$ cat config.mk
export PLATFORM = sky130hd
export DESIGN_NAME = koa_mult_arbiter_flat
export DESIGN_NICKNAME = d
export VERILOG_FILES = /design/src/rtl/koa_mult_arbiter_if.sv /design/src/rtl/koa_mult_arbiter.sv /design/src/flat_wrapper.sv
export SDC_FILE = /design/constraint.sdc
export NUM_CORES = 1
export LEC_CHECK = 0
export CAP_MARGIN = 10
export CORE_AREA = 2 2 218 220
export CTS_CLUSTER_SIZE = 28
export DETAILED_ROUTE_END_ITERATION = 10
export DIE_AREA = 0 0 220 222
export GPL_TIMING_DRIVEN = 0
export HOLD_SLACK_MARGIN = 0.05
export PLACE_DENSITY = 0.59
export SLEW_MARGIN = 20
export SYNTH_ARGS = -nofsm -noshare
export SYNTH_HDL_FRONTEND = slang
export SYNTH_SLANG_ARGS = --single-unit
$ cat constraint.sdc
create_clock -name clk -period 7.8 [get_ports clk]
set_input_delay 0.78 -clock clk [delete_from_list [all_inputs] [get_ports clk]]
set_output_delay 0.78 -clock clk [all_outputs]
set_load 0.02 [all_outputs]
$ cat src/rtl/koa_mult_arbiter_if.sv
// -----------------------------------------------------------------------------
// koa_mult_arbiter_if
//
// Purpose:
//   Bundles the requester and multiplier signals of koa_mult_arbiter so the
//   arbiter and its environment connect through one port.
//
// Signal summary (names are from the arbiter's point of view):
//   req_i          [1:0]     per-requester request level
//   Data_A0_i      [SW-1:0]  requester 0 operand A
//   Data_B0_i      [SW-1:0]  requester 0 operand B
//   Data_A1_i      [SW-1:0]  requester 1 operand A
//   Data_B1_i      [SW-1:0]  requester 1 operand B
//   gnt_o          [1:0]     combinational one-hot grant
//   mul_A_o        [SW-1:0]  registered operand A to the multiplier
//   mul_B_o        [SW-1:0]  registered operand B to the multiplier
//   mul_valid_o              registered new-job strobe to the multiplier
//   mul_result_i   [2*SW-1:0] product returned by the multiplier
//   sgf_result_o   [2*SW-1:0] registered product for the issuer
//   done_o         [1:0]     registered one-hot result-valid pulse
//   inflight_o     [4:0]     issued jobs whose done has not yet been produced
//
// Modports:
//   slave  - the arbiter itself
//   master - the environment (both requesters plus the shared multiplier)
// -----------------------------------------------------------------------------
interface koa_mult_arbiter_if #(
  parameter int SW = 54
);

  logic [1:0]      req_i;
  logic [SW-1:0]   Data_A0_i;
  logic [SW-1:0]   Data_B0_i;
  logic [SW-1:0]   Data_A1_i;
  logic [SW-1:0]   Data_B1_i;
  logic [1:0]      gnt_o;
  logic [SW-1:0]   mul_A_o;
  logic [SW-1:0]   mul_B_o;
  logic            mul_valid_o;
  logic [2*SW-1:0] mul_result_i;
  logic [2*SW-1:0] sgf_result_o;
  logic [1:0]      done_o;
  logic [4:0]      inflight_o;

  modport slave (
    input  req_i,
    input  Data_A0_i,
    input  Data_B0_i,
    input  Data_A1_i,
    input  Data_B1_i,
    input  mul_result_i,
    output gnt_o,
    output mul_A_o,
    output mul_B_o,
    output mul_valid_o,
    output sgf_result_o,
    output done_o,
    output inflight_o
  );

  modport master (
    output req_i,
    output Data_A0_i,
    output Data_B0_i,
    output Data_A1_i,
    output Data_B1_i,
    output mul_result_i,
    input  gnt_o,
    input  mul_A_o,
    input  mul_B_o,
    input  mul_valid_o,
    input  sgf_result_o,
    input  done_o,
    input  inflight_o
  );

endinterface

$ cat src/rtl/koa_mult_arbiter.sv
// -----------------------------------------------------------------------------
// koa_mult_arbiter
//
// Purpose:
//   Shares one fixed-latency Karatsuba significand multiplier between two
//   requesters (port 0: FPU multiply path, port 1: divide/sqrt iteration).
//   Requests are arbitrated round-robin, one job is launched per cycle from
//   registered operands, and a tag shift register running alongside the
//   multiplier routes every product back to the requester that issued it
//   with a single-cycle done pulse.
//
// Parameters:
//   SW  - significand width (54 double, 24 single). Must match the SW of the
//         connected koa_mult_arbiter_if instance.
//   LAT - multiplier latency from mul_valid_o to mul_result_i, 0..15.
//         0 means the multiplier is purely combinational.
//
// Ports:
//   clk - clock, all state updates on the rising edge
//   rst - synchronous active-high reset
//   bus - koa_mult_arbiter_if.slave (requests, operands, grant, multiplier
//         launch/return, results, done pulses, in-flight count)
//
// Timing:
//   grant in cycle T -> mul_valid_o in T+1 -> product valid in T+1+LAT
//   -> done_o / sgf_result_o in T+LAT+2. Results return in issue order.
// -----------------------------------------------------------------------------
module koa_mult_arbiter #(
  parameter int SW  = 54,
  parameter int LAT = 2
) (
  input logic              clk,
  input logic              rst,
  koa_mult_arbiter_if.slave bus
);

  // Index of the requester granted most recently; 1 after reset so that
  // requester 0 wins the first tie.
  logic       rr_last;

  // Combinational grant and its decoded forms.
  logic [1:0] gnt;
  logic       issue;
  logic       gnt_id;

  // Requester index of the job currently presented on mul_A_o/mul_B_o.
  logic       launch_id;

  // Tag at the output of the tag pipe, aligned with a valid mul_result_i.
  logic       ret_valid;
  logic       ret_id;

  logic [4:0] inflight_q;

  // Round-robin grant. A lone request is granted directly; on a tie the
  // requester that did not win last time is chosen. Reset suppresses any
  // grant so nothing can be captured while the block is being cleared.
  always_comb begin
    gnt = 2'b00;
    if (!rst) begin
      case (bus.req_i)
        2'b01:   gnt = 2'b01;
        2'b10:   gnt = 2'b10;
        2'b11:   gnt = rr_last ? 2'b01 : 2'b10;
        default: gnt = 2'b00;
      endcase
    end
  end

  assign issue     = gnt[0] | gnt[1];
  assign gnt_id    = gnt[1];
  assign bus.gnt_o = gnt;

  // Operand launch register. Operands are only loaded on a grant so the
  // multiplier inputs stay quiet while nobody is requesting; mul_valid_o
  // marks the cycles in which they form a new job. The round-robin pointer
  // and the launch id follow the same grant.
  always_ff @(posedge clk) begin
    if (rst) begin
      bus.mul_A_o     <= '0;
      bus.mul_B_o     <= '0;
      bus.mul_valid_o <= 1'b0;
      launch_id       <= 1'b0;
      rr_last         <= 1'b1;
    end else begin
      bus.mul_valid_o <= issue;
      if (issue) begin
        bus.mul_A_o <= gnt_id ? bus.Data_A1_i : bus.Data_A0_i;
        bus.mul_B_o <= gnt_id ? bus.Data_B1_i : bus.Data_B0_i;
        launch_id   <= gnt_id;
        rr_last     <= gnt_id;
      end
    end
  end

  // Tag pipe. It mirrors the multiplier's latency so that the tag leaving
  // the last stage describes the product currently on mul_result_i. With a
  // combinational multiplier the launch register itself is the tag. Reset
  // empties the pipe, which is what discards jobs issued before a reset
  // even though the multiplier may still present their data later.
  generate
    if (LAT == 0) begin : g_comb_tag
      assign ret_valid = bus.mul_valid_o;
      assign ret_id    = launch_id;
    end else begin : g_pipe_tag
      logic [LAT-1:0] tag_valid;
      logic [LAT-1:0] tag_id;

      always_ff @(posedge clk) begin
        if (rst) begin
          tag_valid <= '0;
          tag_id    <= '0;
        end else begin
          tag_valid[0] <= bus.mul_valid_o;
          tag_id[0]    <= launch_id;
          for (int i = 1; i < LAT; i++) begin
            tag_valid[i] <= tag_valid[i-1];
            tag_id[i]    <= tag_id[i-1];
          end
        end
      end

      assign ret_valid = tag_valid[LAT-1];
      assign ret_id    = tag_id[LAT-1];
    end
  endgenerate

  // Retire stage. A valid tag captures the product and raises the done bit
  // of its issuer for one cycle; otherwise the last product is held and
  // done_o returns to zero.
  always_ff @(posedge clk) begin
    if (rst) begin
      bus.sgf_result_o <= '0;
      bus.done_o       <= 2'b00;
    end else if (ret_valid) begin
      bus.sgf_result_o <= bus.mul_result_i;
      bus.done_o       <= ret_id ? 2'b10 : 2'b01;
    end else begin
      bus.done_o       <= 2'b00;
    end
  end

  // In-flight counter. A job counts from its launch until its done pulse;
  // an issue and a retire on the same edge cancel. The count is bounded by
  // the pipeline depth, so it never exceeds LAT+2 and cannot wrap.
  always_ff @(posedge clk) begin
    if (rst) begin
      inflight_q <= '0;
    end else begin
      case ({issue, ret_valid})
        2'b10:   inflight_q <= inflight_q + 5'd1;
        2'b01:   inflight_q <= inflight_q - 5'd1;
        default: inflight_q <= inflight_q;
      endcase
    end
  end

  assign bus.inflight_o = inflight_q;

endmodule

$ cat src/flat_wrapper.sv
// flat-port wrapper written by rule: the top's interface ports become plain ports
module koa_mult_arbiter_flat 
#(
  parameter int SW  = 54,
  parameter int LAT = 2
)
  (clk, rst, bus_req_i, bus_Data_A0_i, bus_Data_B0_i, bus_Data_A1_i, bus_Data_B1_i, bus_mul_result_i, bus_gnt_o, bus_mul_A_o, bus_mul_B_o, bus_mul_valid_o, bus_sgf_result_o, bus_done_o, bus_inflight_o);
  koa_mult_arbiter_if #(.SW(SW)) bus_i ();
  input logic clk;
  input logic rst;
  input wire logic [$bits(bus_i.req_i)-1:0] bus_req_i;
  input wire logic [$bits(bus_i.Data_A0_i)-1:0] bus_Data_A0_i;
  input wire logic [$bits(bus_i.Data_B0_i)-1:0] bus_Data_B0_i;
  input wire logic [$bits(bus_i.Data_A1_i)-1:0] bus_Data_A1_i;
  input wire logic [$bits(bus_i.Data_B1_i)-1:0] bus_Data_B1_i;
  input wire logic [$bits(bus_i.mul_result_i)-1:0] bus_mul_result_i;
  output wire logic [$bits(bus_i.gnt_o)-1:0] bus_gnt_o;
  output wire logic [$bits(bus_i.mul_A_o)-1:0] bus_mul_A_o;
  output wire logic [$bits(bus_i.mul_B_o)-1:0] bus_mul_B_o;
  output wire logic [$bits(bus_i.mul_valid_o)-1:0] bus_mul_valid_o;
  output wire logic [$bits(bus_i.sgf_result_o)-1:0] bus_sgf_result_o;
  output wire logic [$bits(bus_i.done_o)-1:0] bus_done_o;
  output wire logic [$bits(bus_i.inflight_o)-1:0] bus_inflight_o;
  assign bus_i.req_i = bus_req_i;
  assign bus_i.Data_A0_i = bus_Data_A0_i;
  assign bus_i.Data_B0_i = bus_Data_B0_i;
  assign bus_i.Data_A1_i = bus_Data_A1_i;
  assign bus_i.Data_B1_i = bus_Data_B1_i;
  assign bus_i.mul_result_i = bus_mul_result_i;
  assign bus_gnt_o = bus_i.gnt_o;
  assign bus_mul_A_o = bus_i.mul_A_o;
  assign bus_mul_B_o = bus_i.mul_B_o;
  assign bus_mul_valid_o = bus_i.mul_valid_o;
  assign bus_sgf_result_o = bus_i.sgf_result_o;
  assign bus_done_o = bus_i.done_o;
  assign bus_inflight_o = bus_i.inflight_o;
  koa_mult_arbiter #(.SW(SW), .LAT(LAT)) u_core (.clk(clk), .rst(rst), .bus(bus_i));
endmodule
# ---- After elaboration in Yosys (flattened, before gate mapping)
# Index checks and enable logic that the tools add are counted.
dict set report totals {
  reg_bits 230
  wordCells 28
  in_bits 328
  output_inout_bits 226
}
dict set report op_classes {
  n_mux 7
  bitwise_logic 2
  n_reduce_logical 2
  n_addsub 2
  eq_ne 5
}
# operator count
set ops {}
lappend ops {{2-to-1 mux 54 bit} 2}
lappend ops {{one-hot mux 5 bit (2 select lines)} 1}
lappend ops {{== test 2 bit, second input constant} 3}
lappend ops {{2-to-1 mux 2 bit} 3}
lappend ops {{one-hot mux 2 bit (3 select lines)} 1}
lappend ops {{adder 5 x 1 -> 5 bit, second input constant} 1}
lappend ops {{subtractor 5 x 1 -> 5 bit, second input constant} 1}
lappend ops {{== test 2 x 1 -> 1 bit, second input constant} 2}
lappend ops {{nonzero test 2 bit} 1}
lappend ops {{OR reduction 2 bit} 1}
lappend ops {{inverter 1 bit} 1}
lappend ops {{bitwise OR 1 bit} 1}

# ---- Longest topological paths before layout
dict set report depth {
  word_depth 6
  ltp_mapped 12
  depth_no_buf 10
}

# ---- Worst setup path before layout
# No wires, ideal clock.
dict set report synth_timing {
  path_kind {input to register}
  start {input bus_req_i[0]}
  end {register u_core.inflight_q[4], in the netlist u_core.bus.inflight_o[4]}
  slack_ns 4.814
  required_ns 7.679
  cell_stages 12
  setup_ns 0.121
  arrival_time_ns 2.866
  path_buffers 2
  path_cell_list {nor2_1 -> nor2_4 -> buf_4 -> buf_2 -> inv_1 -> ha_1 -> inv_1 -> fa_1 -> nand2b_1 -> a21oi_1 -> mux2i_1 -> mux2_2}
}
dict set report synth_between {
  elab_chain_len 6
  word_cells_on_any_way 10
  cone_classes {eq/ne (5); mux (3); bitwise (1); reduce/logical (1)}
}
# element line
set synth_rtl {}
lappend synth_rtl {{from (decl)} flat_wrapper.sv:11} ;# input wire logic [$bits(bus_i.req_i)-1:0] bus_req_i;
lappend synth_rtl {{== test 2 bit or == test 2 x 1 -> 1 bit (tied branches)} koa_mult_arbiter.sv:61} ;# case (bus.req_i)
lappend synth_rtl {{one-hot mux 2 bit (3 select lines) (*)} koa_mult_arbiter.sv:61}
lappend synth_rtl {{2-to-1 mux 2 bit (*)} koa_mult_arbiter.sv:60} ;# if (!rst) begin
lappend synth_rtl {{bitwise OR 1 bit (*)} koa_mult_arbiter.sv:70} ;# assign issue = gnt[0] | gnt[1];
lappend synth_rtl {{== test 2 x 1 -> 1 bit or == test 2 bit (tied branches)} koa_mult_arbiter.sv:150} ;# case ({issue, ret_valid})
lappend synth_rtl {{one-hot mux 5 bit (2 select lines) or nonzero test 2 bit (tied branches)} n/a}
lappend synth_rtl {{to (signal assigned)} koa_mult_arbiter.sv:151} ;# 2'b10: inflight_q <= inflight_q + 5'd1;
lappend synth_rtl {{to (signal assigned)} koa_mult_arbiter.sv:152} ;# 2'b01: inflight_q <= inflight_q - 5'd1;
lappend synth_rtl {{to (signal assigned)} koa_mult_arbiter.sv:153} ;# default: inflight_q <= inflight_q;
lappend synth_rtl {{to (decl)} koa_mult_arbiter.sv:53} ;# logic [4:0] inflight_q;
# Every way passes the cells marked *; elsewhere a longest branch is shown, timed or not.
# A chain may end at the register's enable or synchronous reset.

# ---- Final worst setup path
dict set report layout_timing {
  start {input bus_req_i[0]}
  end {output bus_gnt_o[1]}
}
dict set report layout_between {
  elab_chain_len 3
  word_cells_on_any_way 5
  cone_classes {eq/ne (3); mux (2)}
}
# element line
set layout_rtl {}
lappend layout_rtl {{== test 2 bit or == test 2 x 1 -> 1 bit (tied branches)} koa_mult_arbiter.sv:61}
lappend layout_rtl {{one-hot mux 2 bit (3 select lines) (*)} koa_mult_arbiter.sv:61}
lappend layout_rtl {{2-to-1 mux 2 bit (*)} koa_mult_arbiter.sv:60}
lappend layout_rtl {{to (decl)} flat_wrapper.sv:17} ;# output wire logic [$bits(bus_i.gnt_o)-1:0] bus_gnt_o;
# Marked as above.

==> flow_summary.yaml <==
die:
  initial_core_util_pct: 19.6
  core_sq_um: 46300
  rows: 79
  dieArea_sq_um: 48800
  die_h_um: 222
  die_w_um: 220
  io_pins: 554
clock_network:
  cts_buffers: 27
  cts_tree: "built"
  root_buffer: "clkbuf_16"
  clk_latency_ps: 550
  post-cts-setup-buffers: 0
  ctsResizeCount: 0
  cts.path.max_buffers: 3
  clkTransAtPathRegs_ps: 60
  cts.hold.buffers_added: 0
  htree_levels: 1
  cts.sinks: 230
job:
  maxCapViolations: 0
grt:
  antenna_found_initial: 1
  grt_usage_pct: 15.7
  grt_pass1_wl_um: 57900
  grt_overflow: 0
  grt_pass1_vias: 9427
  grt_start_max_net_pins: 15
setup_path:
  cp.arrival_ps: 2720
  max_stage_delay_ps: 670
  cp_cell_sequence: "clkdlybuf4s50_1, nand2_1, nand3b_4, inv_2, buf_2, clkdlybuf4s50_1"
  cp-end-kind: "output pin"
  cpMostUsedCell: "clkdlybuf4s50_1"
  critPathSlowestCell: "clkdlybuf4s50_1"
  start_kind: "input port"
  path_class: "in -> out"
  worst_ep_required_time_ps: 7020
  worst-path-buf-inv: 4
  critPathTopFamily: "buffers and inverters"
  crit_fanout: 10
synth:
  syn_nets: 1325
  synth_seq_area_share_pct: 50.8
  ys_seq_elements: 230
  synthCells: 992
  synth_top_area_share_pct: 50.8
  synth_area_per_cell_sq_um: 9.14
  synth_cell_type_count: 32
  yosys_warnings: 0
  yosys-top-cells-area: "dfxtp_1 51%, mux2i_1 15%, nor2_1 9.6%"
  synthesis.area_sq_um: 9060
  synth_top_area_cell: "dfxtp_1"
finish:
  multi_input_area_sq_um: 4020
  fillers: 4786
  final_cell_mix: "552 x clkdlybuf4s50_1, 233 x nor2_1, 230 x dfxtp_1"
  diodes: 0
  instances_no_fill: 2200
  final_nets: 1906
  drive_gt1_share_pct: 5.21
  final_common_cell: "clkdlybuf4s50_1"
  area_growth_pct: 79.4
  postLayoutCellArea_sq_um: 16300
  seqCellArea_sq_um: 4600
run_status:
  outcome: "complete, no violations"
placed_design:
  gp_congestion: 0.844
  hpwlAfterDp_um: 32600
  place_area_sq_um: 15300
  placedCellCount: 2151
  port_buffers: 552
detailed_routing:
  vias: 9303
  finalWirelength_um: 40700
  viasPerCell: 4.23
  ant_nets: 0
  wl_per_cell_um: 18.5
  drt_first_pass_iters: 4
  drc_errors: 0
  drt_iter0_markers: 332
pwr:
  leakage_nw: 5.98
  max-vdd-ir-drop_mv: 0.154
  power_density_nw_per_um2: 196
  total_power_mw: 3.19
worst_hold_path:
  hp-class: "reg -> reg"
sta:
  finalHoldViolations: 0
  post-route-min-period_ps: 3500
  finClkSkew_ps: 20.9
  rsz0062_at_grt: "false"
  min_period_over_period_pct: 44.9
  slew_headroom_pct: 38.3
  setup_tns_ps: 0
  final_max_slew_viol_count: 0
  tightest_slew_ps: 925
  finalSetupViolations: 0
  fmax_ghz: 0.285
routing by layer:
metal	vias up	track usage, %	wire [um]
met1	4245	17.2	15600
met3	62	4.51	3890
li1	4568	-	-
met5	-	0	16
met4	2	5.65	1280
met2	426	28.4	19900
where the power goes:
group | switching (mW) | internal, mW | total [mW]
logic | 0.291 | 0.330 | 0.620
registers | 0.0368 | 1.24 | 1.28
clock network | 0.520 | 0.768 | 1.29
total | 0.847 | 2.34 | 3.19
through the flow:
stage	hold WS (ps)	util, %	setup slack (ps)
6_report	409	35.1	4300
5_1_grt	446	35.1	4100
4_1_cts	417	35.1	4230
3_5_place_dp	405	33.2	3620
3_3_place_gp	401	33.2	3640
2_1_floorplan	388	-	4810
synth_stat cells, drive strengths merged:
library cell / count
fa: 1
nor2: 234
o211ai: 1
or4: 1
nand3: 1
a311oi: 84
and3b: 1
a211oi: 24
nand2: 170
mux2i: 133
ha: 4
a21oi: 4
xor2: 2
clkbuf: 40
nand2b: 1
inv: 6
nor2b: 6
nor3b: 2
nand3b: 1
dfxtp: 230
a21o: 1
o21ai: 1
buf: 43
mux2: 1
area by class of cell:
class,count,area share (%)
multi-input combinational,673,24.7
timing repair buffer,552,34.0
clock inverter,5,0.423
buffer,83,2.55
inverter,6,0.139
tap,607,4.67
sequential,230,28.3
clock buffer,44,5.16
kinds of logic (layout without fill, tap and decap cells):
group                      count (synthesis)  in the layout  share of synthesized area (%)
xor gates and xnor gates                   2              2                          0.193
muxes                                    134            134                           14.8
AOI/OAI and AO/OA                        115            115                           10.5
and+or+nand+nor                          417            417                           18.1
buffers and inverters                     89            690                           4.82
DFF                                      230            230                           50.8
adders and majority gates                  5              5                          0.773
flip-flops by register name, summed over array words and instances (netlist names):
register                     count
u_core.bus.sgf_result_o        108
u_core.g_pipe_tag.tag_valid      2
u_core.rr_last                   1
u_core.bus.mul_B_o              54
u_core.launch_id                 1
u_core.bus.mul_A_o              54
u_core.g_pipe_tag.tag_id         2
u_core.bus.inflight_o            5
u_core.bus.mul_valid_o           1
u_core.bus.done_o                2
worst register-to-register path: cells and delay by family (launching register included):
kind | cells | cell delay, ps
compound gates | 1 | 150
simple gates | 1 | 160
mux | 2 | 660
flops | 1 | 350
buf+inv | 1 | 100
fa+ha+maj | 2 | 660
final timing paths:
kind,startpoint,endpoint,slack [ps],depth (start not counted)
max,bus_req_i[0],bus_gnt_o[1],4300,6
min,u_core.g_pipe_tag.tag_id[1],u_core.bus.done_o[0],410,1
max reg2reg,u_core.g_pipe_tag.tag_valid[1],u_core.bus.inflight_o[4],5610,7
min reg2reg,u_core.g_pipe_tag.tag_id[1],u_core.bus.done_o[0],410,1
Power figures use the tool's default switching activity.
